===== src/rtl/gsim_band_matvec.sv =====
// Banded Toeplitz forward model b = A*x (16x16, taps 20/-13/6/-1) over a Q16.16 x stream.
// A 7-deep window of x is combined with shift-and-add only; b is rounded and saturated to int16.
module gsim_band_matvec #(
  parameter int N     = 16,
  parameter int ACC_W = 40
) (
  input  logic        clk,
  input  logic        reset,
  input  logic        in_en,
  input  logic [31:0] x_in,
  output logic        out_valid,
  output logic [15:0] b_out,
  output logic        busy
);

  typedef enum logic [1:0] {IDLE, LOAD, FLUSH} state_t;

  localparam logic [4:0] LAST_LD  = 5'(N - 1);
  localparam logic [4:0] LAST_FL  = 5'(N + 3);
  localparam logic [4:0] FIRST_EM = 5'd4;
  localparam logic signed [ACC_W-1:0] HALF = ACC_W'(32'h0000_8000);
  localparam logic signed [ACC_W-1:0] MAXV = ACC_W'(32'h0000_7FFF);
  localparam logic signed [ACC_W-1:0] MINV = ~MAXV;

  state_t            state_q, state_d;
  logic [4:0]        count_q, count_d;
  logic [6:0][31:0]  win_q, win_d;
  logic              ov_q, ov_d;
  logic [15:0]       b_q, b_d;

  function automatic logic signed [ACC_W-1:0] sx(input logic [31:0] v);
    return {{(ACC_W-32){v[31]}}, v};
  endfunction

  // win_q[0] is the newest sample; win_q[3] is the centre tap of the row being emitted.
  logic signed [ACC_W-1:0] c, s1, s2, s3, acc, rnd;
  logic [15:0]             bsat;

  always_comb begin
    c    = sx(win_q[3]);
    s1   = sx(win_q[2]) + sx(win_q[4]);
    s2   = sx(win_q[1]) + sx(win_q[5]);
    s3   = sx(win_q[0]) + sx(win_q[6]);
    acc  = (c <<< 4) + (c <<< 2)
         - ((s1 <<< 3) + (s1 <<< 2) + s1)
         + (s2 <<< 2) + (s2 <<< 1)
         - s3;
    rnd  = (acc + HALF) >>> 16;
    if (rnd > MAXV)      bsat = 16'h7FFF;
    else if (rnd < MINV) bsat = 16'h8000;
    else                 bsat = rnd[15:0];
  end

  always_comb begin
    state_d = state_q;
    count_d = count_q;
    win_d   = win_q;
    ov_d    = ov_q;
    b_d     = b_q;
    unique case (state_q)
      IDLE: begin
        ov_d = 1'b0;
        if (in_en) begin
          win_d    = '0;
          win_d[0] = x_in;
          count_d  = 5'd1;
          state_d  = LOAD;
        end
      end
      LOAD: begin
        if (in_en) begin
          win_d   = {win_q[5:0], x_in};
          count_d = count_q + 5'd1;
          ov_d    = (count_q >= FIRST_EM);
          if (count_q >= FIRST_EM) b_d = bsat;
          if (count_q == LAST_LD) state_d = FLUSH;
        end else begin
          // Aborted frame: drop the partial window, keep the last emitted b_out.
          state_d = IDLE;
          ov_d    = 1'b0;
          win_d   = '0;
          count_d = '0;
        end
      end
      FLUSH: begin
        win_d = {win_q[5:0], 32'h0};
        ov_d  = 1'b1;
        b_d   = bsat;
        if (count_q == LAST_FL) begin
          state_d = IDLE;
          count_d = '0;
        end else begin
          count_d = count_q + 5'd1;
        end
      end
      default: state_d = IDLE;
    endcase
  end

  always_ff @(posedge clk or posedge reset) begin
    if (reset) begin
      state_q <= IDLE;
      count_q <= '0;
      win_q   <= '0;
      ov_q    <= 1'b0;
      b_q     <= '0;
    end else begin
      state_q <= state_d;
      count_q <= count_d;
      win_q   <= win_d;
      ov_q    <= ov_d;
      b_q     <= b_d;
    end
  end

  assign out_valid = ov_q;
  assign b_out     = b_q;
  assign busy      = (state_q != IDLE);

endmodule

===== config.mk =====
export PLATFORM = sky130hd
export DESIGN_NAME = gsim_band_matvec
export DESIGN_NICKNAME = d
export VERILOG_FILES = /design/src/rtl/gsim_band_matvec.sv
export SDC_FILE = /design/constraint.sdc
export NUM_CORES = 1
export LEC_CHECK = 0
export CAP_MARGIN = 20
export CORE_AREA = 4 4 198 200
export CTS_CLUSTER_DIAMETER = 50
export DETAILED_ROUTE_END_ITERATION = 12
export DIE_AREA = 0 0 202 204
export DONT_BUFFER_PORTS = 1
export PLACE_DENSITY = 0.7
export SLEW_MARGIN = 10
export SYNTH_ARGS = -nofsm -noshare
export SYNTH_HDL_FRONTEND = slang
export SYNTH_SLANG_ARGS = --single-unit

===== constraint.sdc =====
create_clock -name clk -period 14 [get_ports clk]
set_input_delay 1.4 -clock clk [delete_from_list [all_inputs] [get_ports clk]]
set_output_delay 1.4 -clock clk [all_outputs]
set_load 0.05 [all_outputs]

# == After elaboration in Yosys (flattened, before gate mapping) ==
# Index checks and enable logic that the tools add are counted.
# word_totals
out_inout_bits,18
inputBits,35
regBits,248
# op_classes
n_eq_ne,9
muxes,19
reduce_logical,7
order_cmp,3
add_sub_neg,12
# op_table
op,count
one-hot mux 224 bit (3 select lines),1
2-to-1 mux 224 bit,2
adder 32 x 32 -> 33 bit,3
2-to-1 mux 16 bit,4
adder 39 x 35 -> 40 bit,1
adder 40 x 17 -> 40 bit (second input constant),1
adder 40 x 34 -> 40 bit,1
subtractor 40 x 33 -> 40 bit,1
subtractor 37 x 38 -> 39 bit,1
adder 37 x 33 -> 38 bit,1
adder 36 x 34 -> 37 bit,1
adder 36 x 35 -> 37 bit,1
one-hot mux 16 bit (2 select lines),1
greater-than comparator 24 x 16 -> 1 bit (second input constant),1
< comparator 24 x 16 -> 1 bit (second input constant),1
2-to-1 mux 5 bit,3
one-hot mux 5 bit (3 select lines),1
2-to-1 mux 2 bit,4
inequality test 2 bit (second input constant),4
one-hot mux 2 bit (3 select lines),1
AND reduction 3 bit,2
adder 5 x 1 -> 5 bit (second input constant),1
== test 5 x 4 -> 1 bit (second input constant),1
== test 5 bit (second input constant),1
other kinds (10),11

# == Depth between registers and ports, before layout ==
# Gate-level depths: netlist of run 1.
# depth
depth_word,14
ltp_mapped,33
ltp_nobuf,32

# == Least setup slack after synthesis of run 1 ==
# OpenSTA, ideal clock, no wires.
# synth_timing
path_kind,flip-flop to flip-flop
startpoint,register win_q[73] in the netlist's numbering
endpoint,register b_q[10] (netlist: b_out[10])
arrival_ns,7.522
stages_incl_launch_ff,29
setup_time_ns,0.084
slack_ns,6.394
n_path_buf,0
cell_sequence,dfrtp_1 ha_1 a21o_1 a21o_1 a221o_1 a21oi_1 a21oi_1 a21oi_1 o21ai_1 o311ai_1 nor2b_1 xnor2_1 fa_1 fa_1 fa_1 inv_1 fa_1 ha_1 ha_1 nand4_1 nor3_2 nand3_1 a221oi_2 nand3_2 a31oi_4 o21ai_1 a2111o_1 or3_1 a41oi_2
# synth_between
elab_chain_cells,14
elab_cells_between_ends,15
cone_classes,add/sub: 8; order compare: 2; mux: 5
# synth_lines
element,line_no,text
from (decl),27,"logic [6:0][31:0] win_q, win_d;"
from (signal assigned),110,win_q <= win_d;
adder 32 x 32 -> 33 bit (*),41,s1 = sx(win_q[2]) + sx(win_q[4]);
adder 36 x 35 -> 37 bit,45,- ((s1 <<< 3) + (s1 <<< 2) + s1)
adder 37 x 33 -> 38 bit (*),45,
subtractor 37 x 38 -> 39 bit (*),45,
adder 39 x 35 -> 40 bit (*),46,+ (s2 <<< 2) + (s2 <<< 1)
adder 40 x 34 -> 40 bit (*),46,
subtractor 40 x 33 -> 40 bit (*),47,- s3;
adder 40 x 17 -> 40 bit (*),48,rnd = (acc + HALF) >>> 16;
< comparator 24 x 16 -> 1 bit,50,else if (rnd < MINV) bsat = 16'h8000;
2-to-1 mux 16 bit,50,
2-to-1 mux 16 bit (*),49,if (rnd > MAXV) bsat = 16'h7FFF;
2-to-1 mux 16 bit,75,if (count_q >= FIRST_EM) b_d = bsat;
2-to-1 mux 16 bit,71,if (in_en) begin
one-hot mux 16 bit (2 select lines) (*),60,unique case (state_q)
to (signal assigned),106,b_q <= '0;
to (signal assigned),112,b_q <= b_d;
to (decl),29,"logic [15:0] b_q, b_d;"
# Every way passes the cells marked *; elsewhere a longest branch is shown, timed or not. The select of a mux whose other input is x is not followed.
# A chain may end at the register's enable or synchronous reset.

# == Worst setup path after layout of run 1 ==
# layout_timing
startpoint,register win_q[64] in the netlist's numbering
endpoint,register b_q[13] (netlist: b_out[13])
# The elaborated chain is that of the path after synthesis.

==> results.cfg, run 1 <==
[run_status]
status = finished, final reports clean

[worst_hold_path]
worstHoldPathType = reg2reg

[die]
core_area_um2 = 37400
die-height_um = 204
num_io_pins = 53
die_area_um2 = 41200
fp-row-count = 71
floorplan.die.width_um = 202
initial_cell_density_of_the_core_pct = 53.2

[yosys]
ys_top_cells_by_count = sky130_fd_sc_hd__inv_1 (266), sky130_fd_sc_hd__dfrtp_1 (248), sky130_fd_sc_hd__fa_1 (228)
synth.net_count = 2278
netlist_instances = 1854
synthAdderAreaFrac_pct = 33.0
unique_masters_post_synth = 75
dominant_combinational_cell_family_by_area_after_synthesis = adder cells
synth_edf_count = 0
post-synth-top-area-cell = sky130_fd_sc_hd__dfrtp_1
yosysSeqAreaShare_pct = 31.2
synth_xor_area_share_pct = 3.96
yosys.cell_count.top_type = sky130_fd_sc_hd__inv_1
ys_ff_latch = 248
mux_share_of_post_synthesis_cell_area_pct = 0.157
synth-simple-area-share_pct = 7.44
yosys-top-cells-area = sky130_fd_sc_hd__dfrtp_1 (31%), sky130_fd_sc_hd__fa_1 (23%), sky130_fd_sc_hd__ha_1 (10%), sky130_fd_sc_hd__a22o_1 (7.5%), sky130_fd_sc_hd__inv_1 (5.0%)
synth_top_cell_area_share_pct = 31.2
synth.yosys.warnings = 0
syn-cell-area_um2 = 19900
syn_avg_cell_area_um2 = 10.7
postSynth.topFlopCell = sky130_fd_sc_hd__dfrtp_1
async_flop_share_pct = 100
synth-compound-area-share_pct = 18.1

[global_routing]
grt_start_max_net_pins = 169
grt_first_pass_wirelength_um = 75900
first_global_vias = 14200
number_of_antenna_violations_at_the_first_check_in_global_routing = 0
global_route.overflow_total = 0
global_route.usage.total_pct = 22.9

[sta]
achievable-frequency_mhz = 108
setup_repair_after_global_routing_missed_its_margin = no
totalNegativeSetupSlack_ps = 0
timing.final.setup_violations = 0
timing.final.max_slew_violations = 0
layout_setup_ws_ps = 4780
finalHoldWorstSlack_ps = 489
final_min_period_over_clock_period_pct = 65.9
relSlewSlack_pct = 28.3
finalCriticalPeriod_ps = 9220
tightestPinTransition_ps = 1080
finalHoldViolations = 0
clock_skew_ps = 28.0

[layout]
post-route-cell-area_um2 = 21700
antenna-diode-count = 0
final_net_count = 2270
flow.area_growth_from_synthesis_pct = 9.10
final_layout_size_suffix_gt1_share_pct = 5.66

[clock_tree]
clock_insertion_delay_worst_skew_ps = 550
cts.reportedPaths.clkPinSlew_ps = 60
post_cts.repair.setup_buffers = 0
clockRootBuffer = sky130_fd_sc_hd__clkbuf_16
postCtsResizedCells = 0
cts_num_sinks = 248
clk_path_buf_depth = 3
clock_tree_from_tritoncts = done
htree_num_levels = 2
tritoncts.num_buffers = 37
post_cts_hold_buffer_count = 0

[flow_run]
timing.max_cap.violations = 0

[worst_setup_path]
critical_path_peak_fanout = 14
worst-setup-path-type = reg2reg
timing.critical_path.mode_cell = sky130_fd_sc_hd__fa_1
critical-path-slowest-cell = sky130_fd_sc_hd__a211oi_2
worst_ep_required_time_ps = 14400
critical_path_arrival_ps = 9620
crit_path_end_kind = flop
timing.critical_path.from_type = flop
critPathMaxStageDelay_ps = 640

[routing]
detailedRoute.firstIterationViolations = 906
drc_errors = 0
num_vias = 13600
postRouteWirelength_um = 45200
dr.pass1.iters = 5
wl_per_cell_um = 18.9
drt-vias-per-instance = 5.72
final_antenna_net_count = 0

[place]
gp_routability_congestion = 0.912
hpwlAfterDp_um = 35000
detailedPlace.worstSlack_ps = 4800
detailed_place.area_um2 = 20400
portBuffers = 0
[cells by family after synthesis]
family,Yosys count
AO/OA/AOI/OAI,502
XOR/XNOR,90
adder cells (fa/ha/maj),389
buffers and inverters,322
flip-flops,248
multiplexers,3
AND/OR/NAND/NOR,300
[stage by stage]
stage                     utilization, %  cells
after floorplan                        -   1854
after global routing                58.1   2385
after detailed placement            54.7   2316
after global placement              54.7   2316
after CTS                           58.0   2383
final                               58.1   2385
[registers in the layout, summed over array words and instances, names as in the netlist]
register / cells
out_valid: 1
b_out: 16
win_q: 192
c: 32
state_q: 2
count_q: 5
[per-layer routing]
metal / track usage (%) / vias to the layer above / routed length, um
met5: 0 / - / 0
met4: 6.84 / 0 / 1120
met3: 4.65 / 78 / 2800
met2: 35.9 / 360 / 21200
met1: 32.5 / 6872 / 20100
li1: - / 6334 / -
[worst max-delay path, delay by kind of cell, from the launching register on]
family          cells  cell delay [ps]
mux                 1              460
xor+xnor            1              180
simple gates        4              610
compound gates     14             4150
fa+ha+maj           8             3180
buf+inv             2              130
flops               1              390
[worst paths after layout]
path                       startpoint    endpoint  slack [ps]  depth (start not counted)
max                         win_q[64]   b_out[13]        4780                         30
min                             c[10]  win_q[138]         490                          1
max reg2reg                 win_q[64]   b_out[13]        4780                         30
min reg2reg                     c[10]  win_q[138]         490                          1
max in group asynchronous       reset   win_q[74]       11900                          2
min in group asynchronous       reset  count_q[4]         810                          1
[cell type report]
cell class                      count  area [um2]
Sequential cell                   248        6210
Inverter                          266        1010
Tap cell                          511         639
Timing Repair Buffer                9         108
Clock buffer                       47        1030
Multi-Input combinational cell   1284       12500
Fill cell                        3118       15700
Clock inverter                     20         209
[cell usage in the layout (no fill, tap or decap), types with 9 or more instances in the layout]
master                      netlist  final
sky130_fd_sc_hd__a21o_1          38     38
sky130_fd_sc_hd__a21oi_1         73     72
sky130_fd_sc_hd__a22o_1         170    170
sky130_fd_sc_hd__clkbuf_16        0     39
sky130_fd_sc_hd__dfrtp_1        248    248
sky130_fd_sc_hd__fa_1           228    228
sky130_fd_sc_hd__ha_1           161    161
sky130_fd_sc_hd__inv_1          266    265
sky130_fd_sc_hd__nand2_1        102    102
sky130_fd_sc_hd__nand2b_1        23     23
sky130_fd_sc_hd__nand3_1         15     15
sky130_fd_sc_hd__nor2_1          65     64
sky130_fd_sc_hd__nor3_1          16     16
sky130_fd_sc_hd__o21ai_0        107    107
sky130_fd_sc_hd__o21ai_1          9      9
sky130_fd_sc_hd__o21bai_1        20     20
sky130_fd_sc_hd__o22ai_1         13     12
sky130_fd_sc_hd__o31ai_1         11     11
sky130_fd_sc_hd__or2_2           11     10
sky130_fd_sc_hd__or3_1           11     11
sky130_fd_sc_hd__xnor2_1         54     54
sky130_fd_sc_hd__xor2_1          36     36
Power of run 1 is not shown: default switching activity piles up to over one toggle a cycle in this logic, so the estimate is an artifact.
==> inputs of run 2 (changes only) <==
clock period = 8.83 ns   (was 14 ns; I/O delays follow)
==> run 2 against run 1 <==
  * Worst setup slack got worse by 4300 ps
  * Highest routed layer is now met5
  * Flip-flop and latch count did not move
  * Critical path type unchanged
  * Global-route usage rose by 0.41 points
==> results.cfg, run 2 (synthesis results as in run 1) <==
[run_status]
status = finished, final reports clean

[routing]
final_antenna_net_count = 0
postRouteWirelength_um = 45800
drc_errors = 0
drt-vias-per-instance = 5.70
wl_per_cell_um = 19.1
dr.pass1.iters = 5
detailedRoute.firstIterationViolations = 832
num_vias = 13700

[worst_setup_path]
worst-setup-path-type = reg2reg
crit_path_end_kind = flop
worst_ep_required_time_ps = 9270
critical_path_arrival_ps = 8770
critical_path_peak_fanout = 6
timing.critical_path.from_type = flop

[die]
floorplan.die.width_um = 202
core_area_um2 = 37400
num_io_pins = 53
initial_cell_density_of_the_core_pct = 53.2
die_area_um2 = 41200
fp-row-count = 71
die-height_um = 204

[clock_tree]
clockRootBuffer = sky130_fd_sc_hd__clkbuf_16
post_cts.repair.setup_buffers = 0
cts_num_sinks = 248
cts.reportedPaths.clkPinSlew_ps = 60
tritoncts.num_buffers = 37
post_cts_hold_buffer_count = 0
clock_insertion_delay_worst_skew_ps = 550
clk_path_buf_depth = 3
clock_tree_from_tritoncts = done
htree_num_levels = 2

[layout]
final_layout_size_suffix_gt1_share_pct = 6.84
final_common_cell = sky130_fd_sc_hd__inv_1
fillers = 3132
flip_flop_count_of_the_largest_register_after_layout = 192
final_cell_mix = sky130_fd_sc_hd__inv_1 (265), sky130_fd_sc_hd__dfrtp_1 (248), sky130_fd_sc_hd__fa_1 (228)
seqCellArea_um2 = 6210
largest-register = win_q
flow.area_growth_from_synthesis_pct = 9.60
post-route-cell-area_um2 = 21800
multi_input_area_um2 = 12600
layoutNonFillerInstCount = 2396
final_net_count = 2283
post-route-util_pct = 58.3
antenna-diode-count = 0

[sta]
finalHoldWorstSlack_ps = 320
clock_skew_ps = 27.0
finalHoldViolations = 0
timing.final.max_slew_violations = 0
achievable-frequency_mhz = 120
final_min_period_over_clock_period_pct = 94.3
timing.final.setup_violations = 0
finalCriticalPeriod_ps = 8330
relSlewSlack_pct = 30.0
tightestPinTransition_ps = 1050

[global_routing]
global_route.overflow_total = 0
number_of_antenna_violations_at_the_first_check_in_global_routing = 2
global_route.usage.total_pct = 23.3
grt_start_max_net_pins = 169
first_global_vias = 14700
grt_first_pass_wirelength_um = 77400

[place]
placed_instance_count = 2331
hpwlAfterDp_um = 35500
detailed_place.area_um2 = 20600
gp_routability_congestion = 0.909
portBuffers = 0

[worst_hold_path]
worstHoldPathType = in2async

[flow_run]
timing.max_cap.violations = 0
-- run 2: cell types whose count changed in the layout (fill, tap and decap cells not counted), sizes merged --
| cell | before | now |
|---|---|---|
| buf | 9 | 22 |
| bufinv | 2 | 0 |
| clkbuf | 47 | 46 |
| clkinv | 10 | 11 |
-- run 2: critical path, stage by stage, from the launching register on --
cell	delay [ps]
sky130_fd_sc_hd__dfrtp_1	390
sky130_fd_sc_hd__ha_1	290
sky130_fd_sc_hd__a21oi_1	270
sky130_fd_sc_hd__nor2_1	130
sky130_fd_sc_hd__o21ai_1	330
sky130_fd_sc_hd__a31oi_2	250
sky130_fd_sc_hd__and3b_1	230
sky130_fd_sc_hd__o21ai_1	290
sky130_fd_sc_hd__a21oi_1	180
sky130_fd_sc_hd__o31ai_1	290
sky130_fd_sc_hd__nand2b_1	190
sky130_fd_sc_hd__xnor2_2	260
sky130_fd_sc_hd__fa_1	490
sky130_fd_sc_hd__fa_1	550
sky130_fd_sc_hd__fa_1	530
sky130_fd_sc_hd__fa_1	490
sky130_fd_sc_hd__ha_1	300
sky130_fd_sc_hd__ha_1	370
sky130_fd_sc_hd__nand4_1	180
sky130_fd_sc_hd__nor3_2	250
sky130_fd_sc_hd__nand3_1	110
sky130_fd_sc_hd__a221oi_2	250
sky130_fd_sc_hd__a21o_1	210
sky130_fd_sc_hd__xor2_1	250
sky130_fd_sc_hd__nand3_2	150
sky130_fd_sc_hd__a2111o_1	450
sky130_fd_sc_hd__or3_1	380
sky130_fd_sc_hd__a41oi_2	170
-- run 2: worst paths after layout --
kind	slack, ps	start	cells past startpoint	end
max in group asynchronous	7060	reset	2	c[7]
hold reg to reg	480	c[30]	1	win_q[158]
setup / recovery	500	win_q[65]	27	b_out[11]
hold / removal	320	reset	1	count_q[4]
setup reg to reg	500	win_q[65]	27	b_out[11]
min in group clk	460	x_in[23]	1	win_q[23]
-- run 2: timing repair --
item / 4_1_cts / 5_1_grt
hold endpoints to repair: 0 / 0
endpoints found under the setup margin: 0 / 15
gates resized for setup: 0 / 12
-- run 2: area by class of cell --
type                       count  area share (%)
clock buffer                  46            4.73
sequential                   248            28.4
clock inverter                19           0.740
multi-input combinational   1284            57.7
tap                          511            2.93
inverter                     266            4.61
timing repair buffer          22           0.872
-- run 2: per-stage QoR --
step                      TNS [ps]  setup WS (ps)
final                            0            502
after CTS                        0            186
after floorplan                  0           1130
after global placement           0            440
after global routing         -22.4          -16.2
after detailed placement         0            215
-- run 2: routing by layer --
layer  vias up  routed length, um  global-route usage (%)
li1       6373                  -                       -
met4         4                908                    5.37
met3        71               2610                    5.52
met5         -                 25                       0
met1      6934              20400                    32.4
met2       285              21800                    37.6
Power of run 2 is left out for the same reason.
==> inputs of run 3 (changes only) <==
CORE_AREA = 4 4 188 190   (was 4 4 198 200)
DIE_AREA = 0 0 192 194   (was 0 0 202 204)
PLACE_DENSITY = 0.77   (was 0.7)
clock period = 8.8 ns   (was 8.83 ns; I/O delays follow)
==> run 3 against run 2 <==
  * Sequential share of layout area grew 0.18 points
  * Largest cell class unchanged
  * Clock skew shrank 11 ps
  * Non-clock buffer count shrank 1
  * Critical path depth grew 1
  * Core utilization grew 6.5 points
  * Global-route usage grew 2.6 points
  * Worst setup slack lost 150 ps
  * Via count grew 1.8%
  * Routed wire length grew 0.60%
  * Hold slack gained 62 ps
  * Cell count shrank 2.9%
==> results.cfg, run 3 (synthesis results as in run 1) <==
[run_status]
status = finished, final reports clean

[layout]
multi_input_area_um2 = 12600
post-route-cell-area_um2 = 21700
layoutNonFillerInstCount = 2327
flip_flop_count_of_the_largest_register_after_layout = 192
final_layout_size_suffix_gt1_share_pct = 6.66
flow.area_growth_from_synthesis_pct = 8.90
final_net_count = 2279
final_common_cell = sky130_fd_sc_hd__inv_1
final_cell_mix = sky130_fd_sc_hd__inv_1 (265), sky130_fd_sc_hd__dfrtp_1 (248), sky130_fd_sc_hd__fa_1 (228)
fillers = 2563
seqCellArea_um2 = 6210
largest-register = win_q

[sta]
finalHoldViolations = 0
achievable-frequency_mhz = 118
clock_skew_ps = 16.1
relSlewSlack_pct = 31.1
layout_setup_ws_ps = 356
finalHoldWorstSlack_ps = 382
tightestPinTransition_ps = 1030
final_min_period_over_clock_period_pct = 96.0
timing.final.max_slew_violations = 0
finalCriticalPeriod_ps = 8440
timing.final.setup_violations = 0

[routing]
drc_errors = 0
num_vias = 13900
detailedRoute.firstIterationViolations = 854
postRouteWirelength_um = 46000
dr.pass1.iters = 6
drt-vias-per-instance = 5.98
final_antenna_net_count = 0
wl_per_cell_um = 19.8

[clock_tree]
htree_num_levels = 2
cts.reportedPaths.clkPinSlew_ps = 60
clockRootBuffer = sky130_fd_sc_hd__clkbuf_16
cts_num_sinks = 248
tritoncts.num_buffers = 34
clock_insertion_delay_worst_skew_ps = 530
clk_path_buf_depth = 3
clock_tree_from_tritoncts = done
post_cts_hold_buffer_count = 0

[die]
initial_cell_density_of_the_core_pct = 59.5
die-height_um = 194
fp-row-count = 67
floorplan.die.width_um = 192
num_io_pins = 53
core_area_um2 = 33400
die_area_um2 = 37200

[worst_setup_path]
worst_ep_required_time_ps = 9240
critical_path_peak_fanout = 5
timing.critical_path.from_type = flop
critPathMaxStageDelay_ps = 530
timing.critical_path.mode_cell = sky130_fd_sc_hd__fa_1
crit_path_end_kind = flop
worst_r2r_startpoint = win_q[160]
worst-setup-path-type = reg2reg
r2r_cells = 28
critical-path-slowest-cell = sky130_fd_sc_hd__fa_1
r2r_end = b_out[11]
critical_path_arrival_ps = 8890
setup.reg_to_reg.worst_slack_ps = 360

[global_routing]
global_route.usage.total_pct = 25.9
global_route.overflow_total = 0
grt_first_pass_wirelength_um = 77700
number_of_antenna_violations_at_the_first_check_in_global_routing = 0
first_global_vias = 14900
grt_start_max_net_pins = 134

[place]
placed_instance_count = 2266
gp_routability_congestion = 0.969
detailedPlace.worstSlack_ps = 192
hpwlAfterDp_um = 34800
portBuffers = 0
detailed_place.area_um2 = 20500

[flow_run]
timing.max_cap.violations = 0

[worst_hold_path]
worstHoldPathType = in2async
## run 3: cell types whose count changed in the layout (fill, tap and decap cells not counted), moves of 2 or more
| cell | delta |
|---|---|
| sky130_fd_sc_hd__xnor2_2 | +2 |
| sky130_fd_sc_hd__clkbuf_16 | -3 |
| sky130_fd_sc_hd__clkinv_4 | -3 |
| sky130_fd_sc_hd__a21oi_1 | -2 |
| sky130_fd_sc_hd__xnor2_1 | -2 |
| sky130_fd_sc_hd__a21oi_2 | +2 |
| sky130_fd_sc_hd__clkinvlp_4 | +2 |
| sky130_fd_sc_hd__bufinv_16 | +3 |
| sky130_fd_sc_hd__clkbuf_8 | -3 |
## run 3: worst max-delay path, delay by kind of cell (launching register included)
kind                       cells  cell delay (ps)
AOI/OAI and AO/OA             11             2540
xor gates and xnor gates       2              610
adders and majority gates      8             3350
buffers and inverters          1               70
DFF                            1              390
and+or+nand+nor                6             1390
## run 3: final cells by class
type	instances	share of cell area (%)
Antenna cell	1	0.0115
Clock buffer	41	4.24
Clock inverter	18	0.970
Inverter	266	4.64
Multi-Input combinational cell	1284	58.1
Sequential cell	248	28.6
Tap cell	448	2.59
Timing Repair Buffer	21	0.785
## run 3: what timing repair did
item | CTS | global route
setup buffers | 0 | 1
resized for setup | 0 | 16
endpoints found under the setup margin | 0 | 15
## run 3: worst max-delay path by stage
stage / startpoint / endpoint / slack (ps) / depth (start not counted)
4_1_cts: win_q[64] / b_out[6] / 140 / 31
6_report: win_q[160] / b_out[11] / 360 / 28
5_1_grt: win_q[32] / b_out[3] / -30 / 30
3_5_place_dp: win_q[64] / b_out[10] / 190 / 31
2_1_floorplan: reset / b_out[0] / 1110 / 1
3_3_place_gp: win_q[64] / b_out[6] / 410 / 31
## run 3: metrics by stage
stage          TNS (ps)  util, %
5_1_grt           -65.7     64.8
3_5_place_dp          0     61.2
3_3_place_gp          0     61.2
4_1_cts               0     64.5
6_report              0     64.8
2_1_floorplan         0        -
## run 3: layer usage
layer | up-vias | share of wire, % | GRT usage, %
met5 | - | 0 | 0
li1 | 6331 | - | -
met3 | 95 | 6.7 | 5.28
met2 | 402 | 47 | 40.2
met4 | 0 | 2.9 | 7.82
met1 | 7082 | 43 | 37.4
Power of run 3 is left out for the same reason.
